==> config.mk <==
export PLATFORM = sky130hd
export DESIGN_NAME = jtframe_scan_dim_flat
export DESIGN_NICKNAME = d
export VERILOG_FILES = /design/src/rtl/jtframe_scan_pkg.sv /design/src/rtl/jtframe_scan_dim_if.sv /design/src/rtl/jtframe_scan_atten.sv /design/src/rtl/jtframe_scan_dim.sv /design/src/flat_wrapper.sv
export SDC_FILE = /design/constraint.sdc
export NUM_CORES = 1
export LEC_CHECK = 0
export BUFFER_PORTS_ARGS = -buffer_cell sky130_fd_sc_hd__buf_2
export CAP_MARGIN = 20
export CELL_PAD_IN_SITES_DETAIL_PLACEMENT = 1
export CELL_PAD_IN_SITES_GLOBAL_PLACEMENT = 2
export CORE_AREA = 3 3 76 78
export DETAILED_ROUTE_END_ITERATION = 16
export DIE_AREA = 0 0 79 81
export GPL_ROUTABILITY_DRIVEN = 0
export PLACE_DENSITY_LB_ADDON = 0.1
export RECOVER_POWER = 50
export SLEW_MARGIN = 20
export SYNTH_ARGS = -nofsm -noshare
export SYNTH_HDL_FRONTEND = slang
export SYNTH_SLANG_ARGS = --single-unit
==> constraint.sdc <==
create_clock -name clk -period 3.6 [get_ports clk]
set_clock_uncertainty 0.2 [all_clocks]
set_input_delay 0.36 -clock clk [delete_from_list [all_inputs] [get_ports clk]]
set_output_delay 0.36 -clock clk [all_outputs]
set_load 0.005 [all_outputs]
==> src/rtl/jtframe_scan_pkg.sv <==
// Shared dim-mode encodings for the scanline dimmer slice.
package jtframe_scan_pkg;

  localparam logic [1:0] SCAN_OFF = 2'd0;
  localparam logic [1:0] SCAN_25  = 2'd1;
  localparam logic [1:0] SCAN_50  = 2'd2;
  localparam logic [1:0] SCAN_75  = 2'd3;

endpackage

==> src/rtl/jtframe_scan_dim_if.sv <==
// Video bus between the colour filter, the scanline dimmer and the output stage.
interface jtframe_scan_dim_if #(parameter int W = 5) ();

  logic         spl_in;
  logic [W-1:0] r_in, g_in, b_in;
  logic         HS_in, VS_in, HB_in, VB_in;
  logic [1:0]   mode;
  logic [W-1:0] r_out, g_out, b_out;
  logic         HS_out, VS_out, HB_out, VB_out;
  logic         line_odd;

  modport master (
    output spl_in, r_in, g_in, b_in, HS_in, VS_in, HB_in, VB_in, mode,
    input  r_out, g_out, b_out, HS_out, VS_out, HB_out, VB_out, line_odd
  );

  modport slave (
    input  spl_in, r_in, g_in, b_in, HS_in, VS_in, HB_in, VB_in, mode,
    output r_out, g_out, b_out, HS_out, VS_out, HB_out, VB_out, line_odd
  );

endinterface

==> src/rtl/jtframe_scan_atten.sv <==
// Per-channel combinational attenuator: off, 25 %, 50 % or 75 % reduction.
module jtframe_scan_atten
  import jtframe_scan_pkg::*;
#(
  parameter int W = 5
) (
  input  logic [W-1:0] value,
  input  logic [1:0]   mode,
  input  logic         enable,
  output logic [W-1:0] result
);

  always_comb begin
    result = value;
    if (enable) begin
      case (mode)
        SCAN_25: result = value - (value >> 2);
        SCAN_50: result = value >> 1;
        SCAN_75: result = value >> 2;
        default: result = value;
      endcase
    end
  end

endmodule

==> src/rtl/jtframe_scan_dim.sv <==
// Scanline dimmer: alternate-line attenuation, blanking to black, one-sample delay.
// Define JTFRAME_SCAN_ALT_EN to swap dimmed lines every frame (interlace-like).
module jtframe_scan_dim
  import jtframe_scan_pkg::*;
#(
  parameter int W = 5
) (
  input  logic                clk,
  input  logic                rst,
  jtframe_scan_dim_if.slave   bus
);

  logic         hs_l, vs_l;
  logic         parity;
  logic [1:0]   mode_l;
  logic         hs_rise, vs_rise;
  logic         field_next;
  logic         parity_next;
  logic [1:0]   mode_next;
  logic         blank;
  logic [W-1:0] r_att, g_att, b_att;

  assign hs_rise = bus.HS_in & ~hs_l;
  assign vs_rise = bus.VS_in & ~vs_l;
  assign blank   = bus.HB_in | bus.VB_in;

`ifdef JTFRAME_SCAN_ALT_EN
  logic field;

  assign field_next = field ^ vs_rise;

  always_ff @(posedge clk) begin
    if (rst)             field <= 1'b0;
    else if (bus.spl_in) field <= field_next;
  end
`else
  assign field_next = 1'b0;
`endif

  // VS wins over a coincident HS edge; the new parity and mode apply to this sample
  always_comb begin
    parity_next = parity;
    mode_next   = mode_l;
    if (vs_rise) begin
      parity_next = field_next;
      mode_next   = bus.mode;
    end else if (hs_rise) begin
      parity_next = ~parity;
    end
  end

  jtframe_scan_atten #(.W(W)) u_atten_r (
    .value  (bus.r_in),
    .mode   (mode_next),
    .enable (parity_next),
    .result (r_att)
  );

  jtframe_scan_atten #(.W(W)) u_atten_g (
    .value  (bus.g_in),
    .mode   (mode_next),
    .enable (parity_next),
    .result (g_att)
  );

  jtframe_scan_atten #(.W(W)) u_atten_b (
    .value  (bus.b_in),
    .mode   (mode_next),
    .enable (parity_next),
    .result (b_att)
  );

  always_ff @(posedge clk) begin
    if (rst) begin
      hs_l         <= 1'b0;
      vs_l         <= 1'b0;
      parity       <= 1'b0;
      mode_l       <= SCAN_OFF;
      bus.r_out    <= '0;
      bus.g_out    <= '0;
      bus.b_out    <= '0;
      bus.HS_out   <= 1'b0;
      bus.VS_out   <= 1'b0;
      bus.HB_out   <= 1'b0;
      bus.VB_out   <= 1'b0;
      bus.line_odd <= 1'b0;
    end else if (bus.spl_in) begin
      hs_l         <= bus.HS_in;
      vs_l         <= bus.VS_in;
      parity       <= parity_next;
      mode_l       <= mode_next;
      bus.r_out    <= blank ? '0 : r_att;
      bus.g_out    <= blank ? '0 : g_att;
      bus.b_out    <= blank ? '0 : b_att;
      bus.HS_out   <= bus.HS_in;
      bus.VS_out   <= bus.VS_in;
      bus.HB_out   <= bus.HB_in;
      bus.VB_out   <= bus.VB_in;
      bus.line_odd <= parity_next;
    end
  end

endmodule

==> src/flat_wrapper.sv <==
// flat-port wrapper written by rule: the top's interface ports become plain ports
module jtframe_scan_dim_flat import jtframe_scan_pkg::*;
#(
  parameter int W = 5
)
  (clk, rst, bus_spl_in, bus_r_in, bus_g_in, bus_b_in, bus_HS_in, bus_VS_in, bus_HB_in, bus_VB_in, bus_mode, bus_r_out, bus_g_out, bus_b_out, bus_HS_out, bus_VS_out, bus_HB_out, bus_VB_out, bus_line_odd);
  jtframe_scan_dim_if #(.W(W)) bus_i ();
  input  logic clk;
  input  logic rst;
  input wire logic [$bits(bus_i.spl_in)-1:0] bus_spl_in;
  input wire logic [$bits(bus_i.r_in)-1:0] bus_r_in;
  input wire logic [$bits(bus_i.g_in)-1:0] bus_g_in;
  input wire logic [$bits(bus_i.b_in)-1:0] bus_b_in;
  input wire logic [$bits(bus_i.HS_in)-1:0] bus_HS_in;
  input wire logic [$bits(bus_i.VS_in)-1:0] bus_VS_in;
  input wire logic [$bits(bus_i.HB_in)-1:0] bus_HB_in;
  input wire logic [$bits(bus_i.VB_in)-1:0] bus_VB_in;
  input wire logic [$bits(bus_i.mode)-1:0] bus_mode;
  output wire logic [$bits(bus_i.r_out)-1:0] bus_r_out;
  output wire logic [$bits(bus_i.g_out)-1:0] bus_g_out;
  output wire logic [$bits(bus_i.b_out)-1:0] bus_b_out;
  output wire logic [$bits(bus_i.HS_out)-1:0] bus_HS_out;
  output wire logic [$bits(bus_i.VS_out)-1:0] bus_VS_out;
  output wire logic [$bits(bus_i.HB_out)-1:0] bus_HB_out;
  output wire logic [$bits(bus_i.VB_out)-1:0] bus_VB_out;
  output wire logic [$bits(bus_i.line_odd)-1:0] bus_line_odd;
  assign bus_i.spl_in = bus_spl_in;
  assign bus_i.r_in = bus_r_in;
  assign bus_i.g_in = bus_g_in;
  assign bus_i.b_in = bus_b_in;
  assign bus_i.HS_in = bus_HS_in;
  assign bus_i.VS_in = bus_VS_in;
  assign bus_i.HB_in = bus_HB_in;
  assign bus_i.VB_in = bus_VB_in;
  assign bus_i.mode = bus_mode;
  assign bus_r_out = bus_i.r_out;
  assign bus_g_out = bus_i.g_out;
  assign bus_b_out = bus_i.b_out;
  assign bus_HS_out = bus_i.HS_out;
  assign bus_VS_out = bus_i.VS_out;
  assign bus_HB_out = bus_i.HB_out;
  assign bus_VB_out = bus_i.VB_out;
  assign bus_line_odd = bus_i.line_odd;
  jtframe_scan_dim #(.W(W)) u_core (.clk(clk), .rst(rst), .bus(bus_i));
endmodule
Word level (Yosys, flattened, before mapping). Index checks and enable logic that the tools add are counted. Widths: inputs -> output; s select.

Equal/unequal tests: 3. Add/sub/neg operators: 3. Muxes and demuxes: 12. Bitwise operators: 6.

Operators with widths (count): $pmux 5 s3 (3); $mux 5 (6); $sub 5x3->5 (3); $eq 2x2->1 const B (2); $not 1->1 (3); $and 1x1->1 (2); $eq 2x1->1 const B (1); $mux 1 (2); $mux 2 (1); $or 1x1->1 (1).

Logic and storage cells: 33. Output and inout port bits: 20. Input port bits: 24. Register bits: 22.

Logic depth before layout (Yosys ltp). Gate-level depths: netlist of the first run.

Depth after elaboration: 7. Mapped depth: 8. Mapped depth without buffers: 8.

Cells and area by module. From an unflattened synthesis of the first run, not the netlist that was laid out.

Cells, all modules: 212. Area total of the unflattened synthesis: 1829.3 µm².

Modules (own cells, without submodules): jtframe_scan_atten (times used 3, cells an instance 48, area each 342.8 µm², seq. area each 0.0 µm²); jtframe_scan_dim (times used 1, cells an instance 68, area each 800.8 µm², seq. area each 440.4 µm²).

Least setup slack after synthesis of the first run. No wires, ideal clock.

Path type: input to register. Start point: input port bus_VS_in. End point: register u_core.bus.b_out[0]. Required time: 3.326 ns. Library setup time: 0.074 ns. Arrival: 1.520 ns. Slack: 1.806 ns. Cell stages on the path: 6. Path buffers: 1. Cell sequence: nor2b_4 -> mux2i_1 -> buf_4 -> mux2i_1 -> o22ai_1 -> a31oi_1.

Longest elaborated chain between the ends: 6. Elaborated cells between the ends (all ways): 9. Classes of those cells: eq/ne (3); mux (5); bitwise (1).

RTL lines: from (decl) (line flat_wrapper.sv:15) `input wire logic [$bits(bus_i.VS_in)-1:0] bus_VS_in;`; $and 1x1->1 * (line jtframe_scan_dim.sv:24) `assign vs_rise = bus.VS_in & ~vs_l;`; $mux 2 (line jtframe_scan_dim.sv:44) `if (vs_rise) begin`; $eq 2x2->1 or $eq 2x1->1 (tied branches) (line jtframe_scan_atten.sv:16) `case (mode)`; $pmux 5 s3 (line jtframe_scan_atten.sv:16); $mux 5 * (line jtframe_scan_atten.sv:15) `if (enable) begin`; $mux 5 * (line jtframe_scan_dim.sv:94) `bus.b_out <= blank ? '0 : b_att;`; to (signal assigned) (line jtframe_scan_dim.sv:94); to (decl) (line jtframe_scan_dim_if.sv:19) `output r_out, g_out, b_out, HS_out, VS_out, HB_out, VB_out, line_odd`.

Every way passes the cells marked *; elsewhere a longest branch is shown, timed or not. A chain may end at the register's enable or synchronous reset.

==> results of run 1 <==
==> cells in the final DEF, fill, tap and decap left out, types with 5 or more instances in the layout <==
cell type,synthesis,layout
a21oi_1,18,18
a22o_1,13,13
a31oi_1,12,12
buf_2,3,33
clkbuf_1,1,10
dfxtp_1,22,22
ha_1,9,9
inv_1,15,15
mux2i_1,13,13
nand2_1,18,18
nand2b_1,5,5
nor2_1,16,16
o22ai_1,9,9
xnor2_1,6,6
==> flip-flops by register name, summed over array words and instances (netlist names) <==
register / flops
u_core.bus.r_out: 5
u_core.parity: 1
u_core.bus.HS_out: 1
u_core.bus.b_out: 5
u_core.bus.VS_out: 1
u_core.bus.HB_out: 1
u_core.mode_l: 2
u_core.bus.VB_out: 1
u_core.bus.g_out: 5
==> tightest hold or removal path: cells and delay by family <==
| family | cells | cell delay (ns) |
|---|---|---|
| buf+inv | 1 | 0.09 |
| mux | 1 | 0.06 |
| simple gates | 1 | 0.07 |
==> cell families (layout without fill, tap and decap cells) <==
group | Yosys count | count (layout) | share of synthesized area [%]
AOI/OAI and AO/OA | 61 | 61 | 24.8
xor gates and xnor gates | 10 | 10 | 6.36
adders and majority gates | 12 | 12 | 10.3
buffers and inverters | 24 | 64 | 7.63
DFF | 22 | 22 | 26.3
muxes | 14 | 14 | 8.68
and+or+nand+nor | 54 | 54 | 15.9
==> power by group <==
part           internal, W  switching, W  leakage (nW)  total (W)
sequential        0.000253    0.00000871         0.179   0.000261
clock             0.000149     0.0000940        0.0357   0.000243
combinational    0.0000827      0.000112         0.680   0.000195
==> stage by stage <==
stage	area [sq um]	instances	hold slack [ns]	util [%]	total power, W
CTS	1990	307	0.134	38.7	0.000710
detailed placement	1920	303	0.242	37.3	0.000463
global placement	1920	303	0.237	37.3	0.000456
finish	1980	307	0.139	38.6	0.000699
floorplan	1670	197	0.249	-	0.000400
global route	1980	307	0.156	38.6	0.000740
==> routing by layer <==
layer | routed length (um) | track usage, % | up-vias
met5 | 0 | 0 | -
met4 | 61 | 3.95 | 0
met3 | 230 | 2.55 | 7
met2 | 2690 | 31.6 | 41
met1 | 2170 | 19.7 | 776
li1 | - | - | 791
==> final cells by class <==
cell class	instances	area share (%)
Sequential cell	22	22.2
Multi-Input combinational cell	151	56.0
Timing Repair Buffer	45	11.0
Clock inverter	1	1.51
Clock buffer	3	2.08
Inverter	15	2.84
Tap cell	70	4.42
==> worst min path at each step <==
stage	start	to	slack, ns	cells after the start
2_1_floorplan	u_core.bus.b_out[4]	u_core.bus.b_out[4]	0.25	2
3_3_place_gp	u_core.bus.b_out[4]	u_core.bus.b_out[4]	0.24	2
3_5_place_dp	u_core.bus.r_out[4]	u_core.bus.r_out[4]	0.24	2
4_1_cts	bus_HS_in	u_core.bus.HS_out	0.13	3
5_1_grt	bus_HB_in	u_core.bus.HB_out	0.16	3
6_report	bus_HS_in	u_core.bus.HS_out	0.14	3
==> results.py, run 1 <==
metrics = {
    "timing": {
        "worst_pin_slew_ns": 0.884,
        "fin_ws_ns": 1.33,
        "fmax_ghz": 0.440,
        "drv_slew": 0,
        "finalSetupViolations": 0,
        "min_period_ns": 2.27,
        "rsz0062_at_grt": "no",
        "setup-tns-final_ns": 0,
        "slew_headroom_pct": 41.0,
        "hold_violations": 0,
        "period_share_pct": 63.1,
    },
    "finish": {
        "fillers": 654,
        "drive_above_1_share_pct": 20.3,
        "diodes": 0,
        "multi_input_area_sq_um": 1110,
        "fin_nets": 274,
        "area_growth_pct": 18.5,
        "regArea_sq_um": 440,
    },
    "clocking": {
        "ctsResizeCount": 0,
        "clkSlewWorstSetupHoldPaths_ns": 0.09,
        "clockBufferDepth": 2,
        "tritoncts": "built",
        "cts_made_buffers": 3,
        "cts_num_sinks": 22,
        "post_cts_buffers": 0,
        "cts_root_buf": "clkbuf_8",
        "h-tree-depth": 1,
        "hold_buffers": 0,
        "clock_latency_ns": 0.27,
    },
    "setup_path": {
        "max_stage_delay_ns": 0.74,
        "r2r_slack_ns": 1.33,
        "crit_fanout": 14,
        "worst-path-stages": 5,
        "crit_path_end": "u_core.bus.b_out[4]",
        "crit_buf_inv": 0,
        "end_kind": "flip-flop",
        "cp_data_arrival_time_ns": 2.23,
        "reg2reg_to": "u_core.bus.b_out[4]",
        "crit_family": "simple AND/OR/NAND/NOR gates",
        "reg2regPathDepth": 5,
        "start_kind": "flip-flop",
        "slowest_stage": "and2_0",
        "critPathRequiredTime_ns": 3.56,
        "crit_chain": "or2b_1 -> xnor2_4 -> and2_0 -> a21o_2 -> o21ai_0",
        "worstSetupStartpoint": "u_core.bus.HS_out",
        "critPathKind": "flip-flop to flip-flop",
        "r2r-start": "u_core.bus.HS_out",
    },
    "floorplan": {
        "dieArea_sq_um": 6400,
        "die_y_um": 81,
        "io_pins": 44,
        "core_area_sq_um": 5140,
        "initial_core_util_pct": 32.5,
        "die_w_um": 79,
        "rows": 26,
    },
    "detailed_routing": {
        "drt-total-wl_um": 5150,
        "drc": 0,
        "firstDrtPassIters": 4,
        "drt-initial-drc-count": 49,
        "vias": 1615,
        "vias_per_cell": 5.26,
        "ant_nets": 0,
        "wire_per_inst_um": 16.8,
    },
    "place": {
        "post-dp-hpwl_um": 3970,
        "place_ws_ns": 1.17,
        "port_buffers": 43,
    },
    "logic_synthesis": {
        "synth.cells.most_frequent": "dfxtp_1, a21oi_1, nand2_1",
        "yosys_warnings": 0,
        "syn-num-nets": 233,
        "syn_inst": 197,
        "synth_top_area_cell": "dfxtp_1",
        "avgSynthCellArea_sq_um": 8.49,
        "synth_most_common_cell": "dfxtp_1",
        "synth-seq-cells": 22,
        "synth_ff_type": "dfxtp_1",
        "synthDistinctLibCells": 34,
        "netlist_area_sq_um": 1670,
        "ys_async_sr_fraction_pct": 0,
        "synth_top_cells_by_area": "dfxtp_1, mux2i_1, a22o_1, ha_1, a21oi_1",
        "synth_top_cell_area_share_pct": 26.3,
        "seq_area_frac_synth_pct": 26.3,
        "synth_edf_count": 0,
    },
    "global_route": {
        "grt_max_degree": 28,
        "grt_usage_pct": 16.7,
        "gr-total-overflow": 0,
        "antenna_found_initial": 0,
        "grt_pass1_vias": 1731,
        "grt_pass1_wl_um": 8380,
    },
    "power": {
        "p_leak_nw": 0.895,
        "ir_drop_mv": 0.176,
        "powerDensity_nw_per_um2": 353,
    },
    "run_status": {
        "outcome": "complete, no violations",
    },
    "run": {
        "drv_cap": 0,
    },
    "worst_hold_path": {
        "hp-class": "input port to flip-flop",
    },
}
(Power assumes the default switching activity.)
==> run 2: changes to the inputs <==
--- a/config.mk
+++ b/config.mk
@@ -9,9 +9,9 @@
 export CAP_MARGIN = 20
 export CELL_PAD_IN_SITES_DETAIL_PLACEMENT = 1
 export CELL_PAD_IN_SITES_GLOBAL_PLACEMENT = 2
-export CORE_AREA = 3 3 76 78
+export CORE_AREA = 3 3 79 81
 export DETAILED_ROUTE_END_ITERATION = 16
-export DIE_AREA = 0 0 79 81
+export DIE_AREA = 0 0 82 84
 export GPL_ROUTABILITY_DRIVEN = 0
 export PLACE_DENSITY_LB_ADDON = 0.1
 export RECOVER_POWER = 50
==> constraint.sdc (replaced) <==
create_clock -name clk -period 2.3 [get_ports clk]
set_clock_uncertainty 0.2 [all_clocks]
set_input_delay 0.23 -clock clk [delete_from_list [all_inputs] [get_ports clk]]
set_output_delay 0.23 -clock clk [all_outputs]
set_load 0.005 [all_outputs]
==> run 2 against run 1 <==
- first-iteration DRC count down 47%
- cell count up 2.0%
- maximum frequency increased by 23%
- routed wire length is 5.2% lower
- final area up 0.76%
- worst hold slack worse by 0.13 ns
- combinational power up 56%
- clock-buffer cell count is 1 higher
- power increased by 44%
- sequential share of layout area down 0.17 points
- critical path type unchanged
- critical endpoint is now u_core.bus.r_out[2]
- largest cell class unchanged
- largest power group unchanged
==> results.py, run 2 (synthesis results as in run 1) <==
metrics = {
    "finish": {
        "layout_common_cells": "buf_2, dfxtp_1, nand2_1, a21oi_1, nor2_1",
        "utilization_pct": 36.1,
        "multi_input_area_sq_um": 1100,
        "regArea_sq_um": 440,
        "final_area_sq_um": 2000,
        "drive_above_1_share_pct": 22.8,
        "area_growth_pct": 19.4,
        "layout_commonest_cell": "buf_2",
        "diodes": 0,
        "fillers": 717,
        "top_regs": "u_core.bus.b_out (5), u_core.bus.g_out (5), u_core.bus.r_out (5)",
        "fin_nets": 278,
    },
    "global_route": {
        "use_met3_pct": 2.38,
        "busiest_layer": "met2",
        "grtUsageMet2_pct": 24.7,
        "grt_max_degree": 26,
        "gr-total-overflow": 0,
        "met1_usage_pct": 21.3,
        "antenna_found_initial": 0,
        "grt_pass1_vias": 1660,
        "grt_pass1_wl_um": 8260,
        "grt_usage_pct": 15.2,
    },
    "timing": {
        "min_period_ns": 1.85,
        "worst_pin_slew_ns": 0.415,
        "setup-tns-final_ns": 0,
        "slew_headroom_pct": 72.2,
        "finalSetupViolations": 0,
        "period_share_pct": 80.4,
        "hold_violations": 0,
        "drv_slew": 0,
        "fmax_ghz": 0.541,
        "rsz0062_at_grt": "no",
    },
    "floorplan": {
        "core_area_sq_um": 5540,
        "die_w_um": 82,
        "die_y_um": 84,
        "initial_core_util_pct": 30.2,
        "dieArea_sq_um": 6890,
        "rows": 27,
        "io_pins": 44,
    },
    "clocking": {
        "cts_num_sinks": 22,
        "cts_root_buf": "clkbuf_8",
        "clock_latency_ns": 0.27,
        "cts_made_buffers": 3,
        "h-tree-depth": 1,
        "clockBufferDepth": 2,
        "clkSlewWorstSetupHoldPaths_ns": 0.09,
        "hold_buffers": 0,
        "post_cts_buffers": 0,
        "tritoncts": "built",
        "ctsResizeCount": 0,
    },
    "setup_path": {
        "critPathRequiredTime_ns": 2.25,
        "slowest_stage": "dfxtp_1",
        "crit_chain": "nor2b_4 -> mux2i_1 -> buf_4 -> and2_1 -> a22o_1 -> a31oi_1",
        "cp_data_arrival_time_ns": 1.80,
        "crit_fanout": 13,
        "critPathKind": "flip-flop to flip-flop",
        "start_kind": "flip-flop",
        "end_kind": "flip-flop",
        "max_stage_delay_ns": 0.36,
    },
    "detailed_routing": {
        "drt-initial-drc-count": 26,
        "ant_nets": 0,
        "vias_per_cell": 5.05,
        "drt-total-wl_um": 4880,
        "wire_per_inst_um": 15.6,
        "vias": 1580,
        "firstDrtPassIters": 4,
        "drc": 0,
    },
    "power": {
        "p_leak_nw": 0.917,
        "powerDensity_nw_per_um2": 504,
        "ir_drop_mv": 0.260,
        "power.total_w": 0.00101,
    },
    "place": {
        "placed_area_sq_um": 1950,
        "port_buffers": 43,
        "post-dp-hpwl_um": 3700,
    },
    "run_status": {
        "outcome": "complete, no violations",
    },
    "run": {
        "drv_cap": 0,
    },
    "worst_hold_path": {
        "hp-class": "input port to flip-flop",
    },
}
run 2: changes by cell type in the layout (fill, tap and decap cells not counted), sizes merged:
cell	previous run	this run
buf	35	42
clkbuf	13	11
bufinv	1	0
run 2: metal layers:
| metal | up-vias | wire [um] |
|---|---|---|
| met2 | 28 | 2280 |
| met5 | - | 0 |
| li1 | 792 | - |
| met4 | 0 | 24 |
| met1 | 758 | 2400 |
| met3 | 2 | 178 |
run 2: layout make-up:
type | instances | share of cell area, %
Clock buffer | 4 | 2.76
Multi-Input combinational cell | 151 | 55.3
Timing Repair Buffer | 49 | 12.6
Inverter | 15 | 2.82
Sequential cell | 22 | 22.0
Tap cell | 72 | 4.51
run 2: final timing paths:
check                                    startpoint                  end  slack (ns)  cells past startpoint
worst min register to register  u_core.bus.g_out[4]  u_core.bus.g_out[4]        0.27                      2
worst min-delay path                      bus_HS_in    u_core.bus.HS_out       0.006                      3
worst max register to register    u_core.bus.VS_out  u_core.bus.r_out[2]        0.45                      6
worst max-delay path              u_core.bus.VS_out  u_core.bus.r_out[2]        0.45                      6
run 2: worst max-delay path: cells and delay by family (launching register included):
kind            cells  cell delay [ns]
compound gates      2             0.22
simple gates        2             0.40
flops               1             0.36
buf+inv             1             0.28
mux                 1             0.27
run 2: through the flow:
step / instances / setup WS, ns / hold WS [ns]
after global placement: 309 / 0.443 / 0.250
after global routing: 313 / 0.306 / 0.0467
after floorplan: 197 / 0.534 / 0.177
after CTS: 313 / 0.429 / 0.00331
final: 313 / 0.451 / 0.00579
after detailed placement: 309 / 0.413 / 0.256
run 2: power by group:
group          total, W  internal [W]  switching (W)
Clock          0.000292      0.000153       0.000139
Sequential     0.000410      0.000395      0.0000144
Combinational  0.000305      0.000136       0.000170
Total           0.00101      0.000684       0.000323
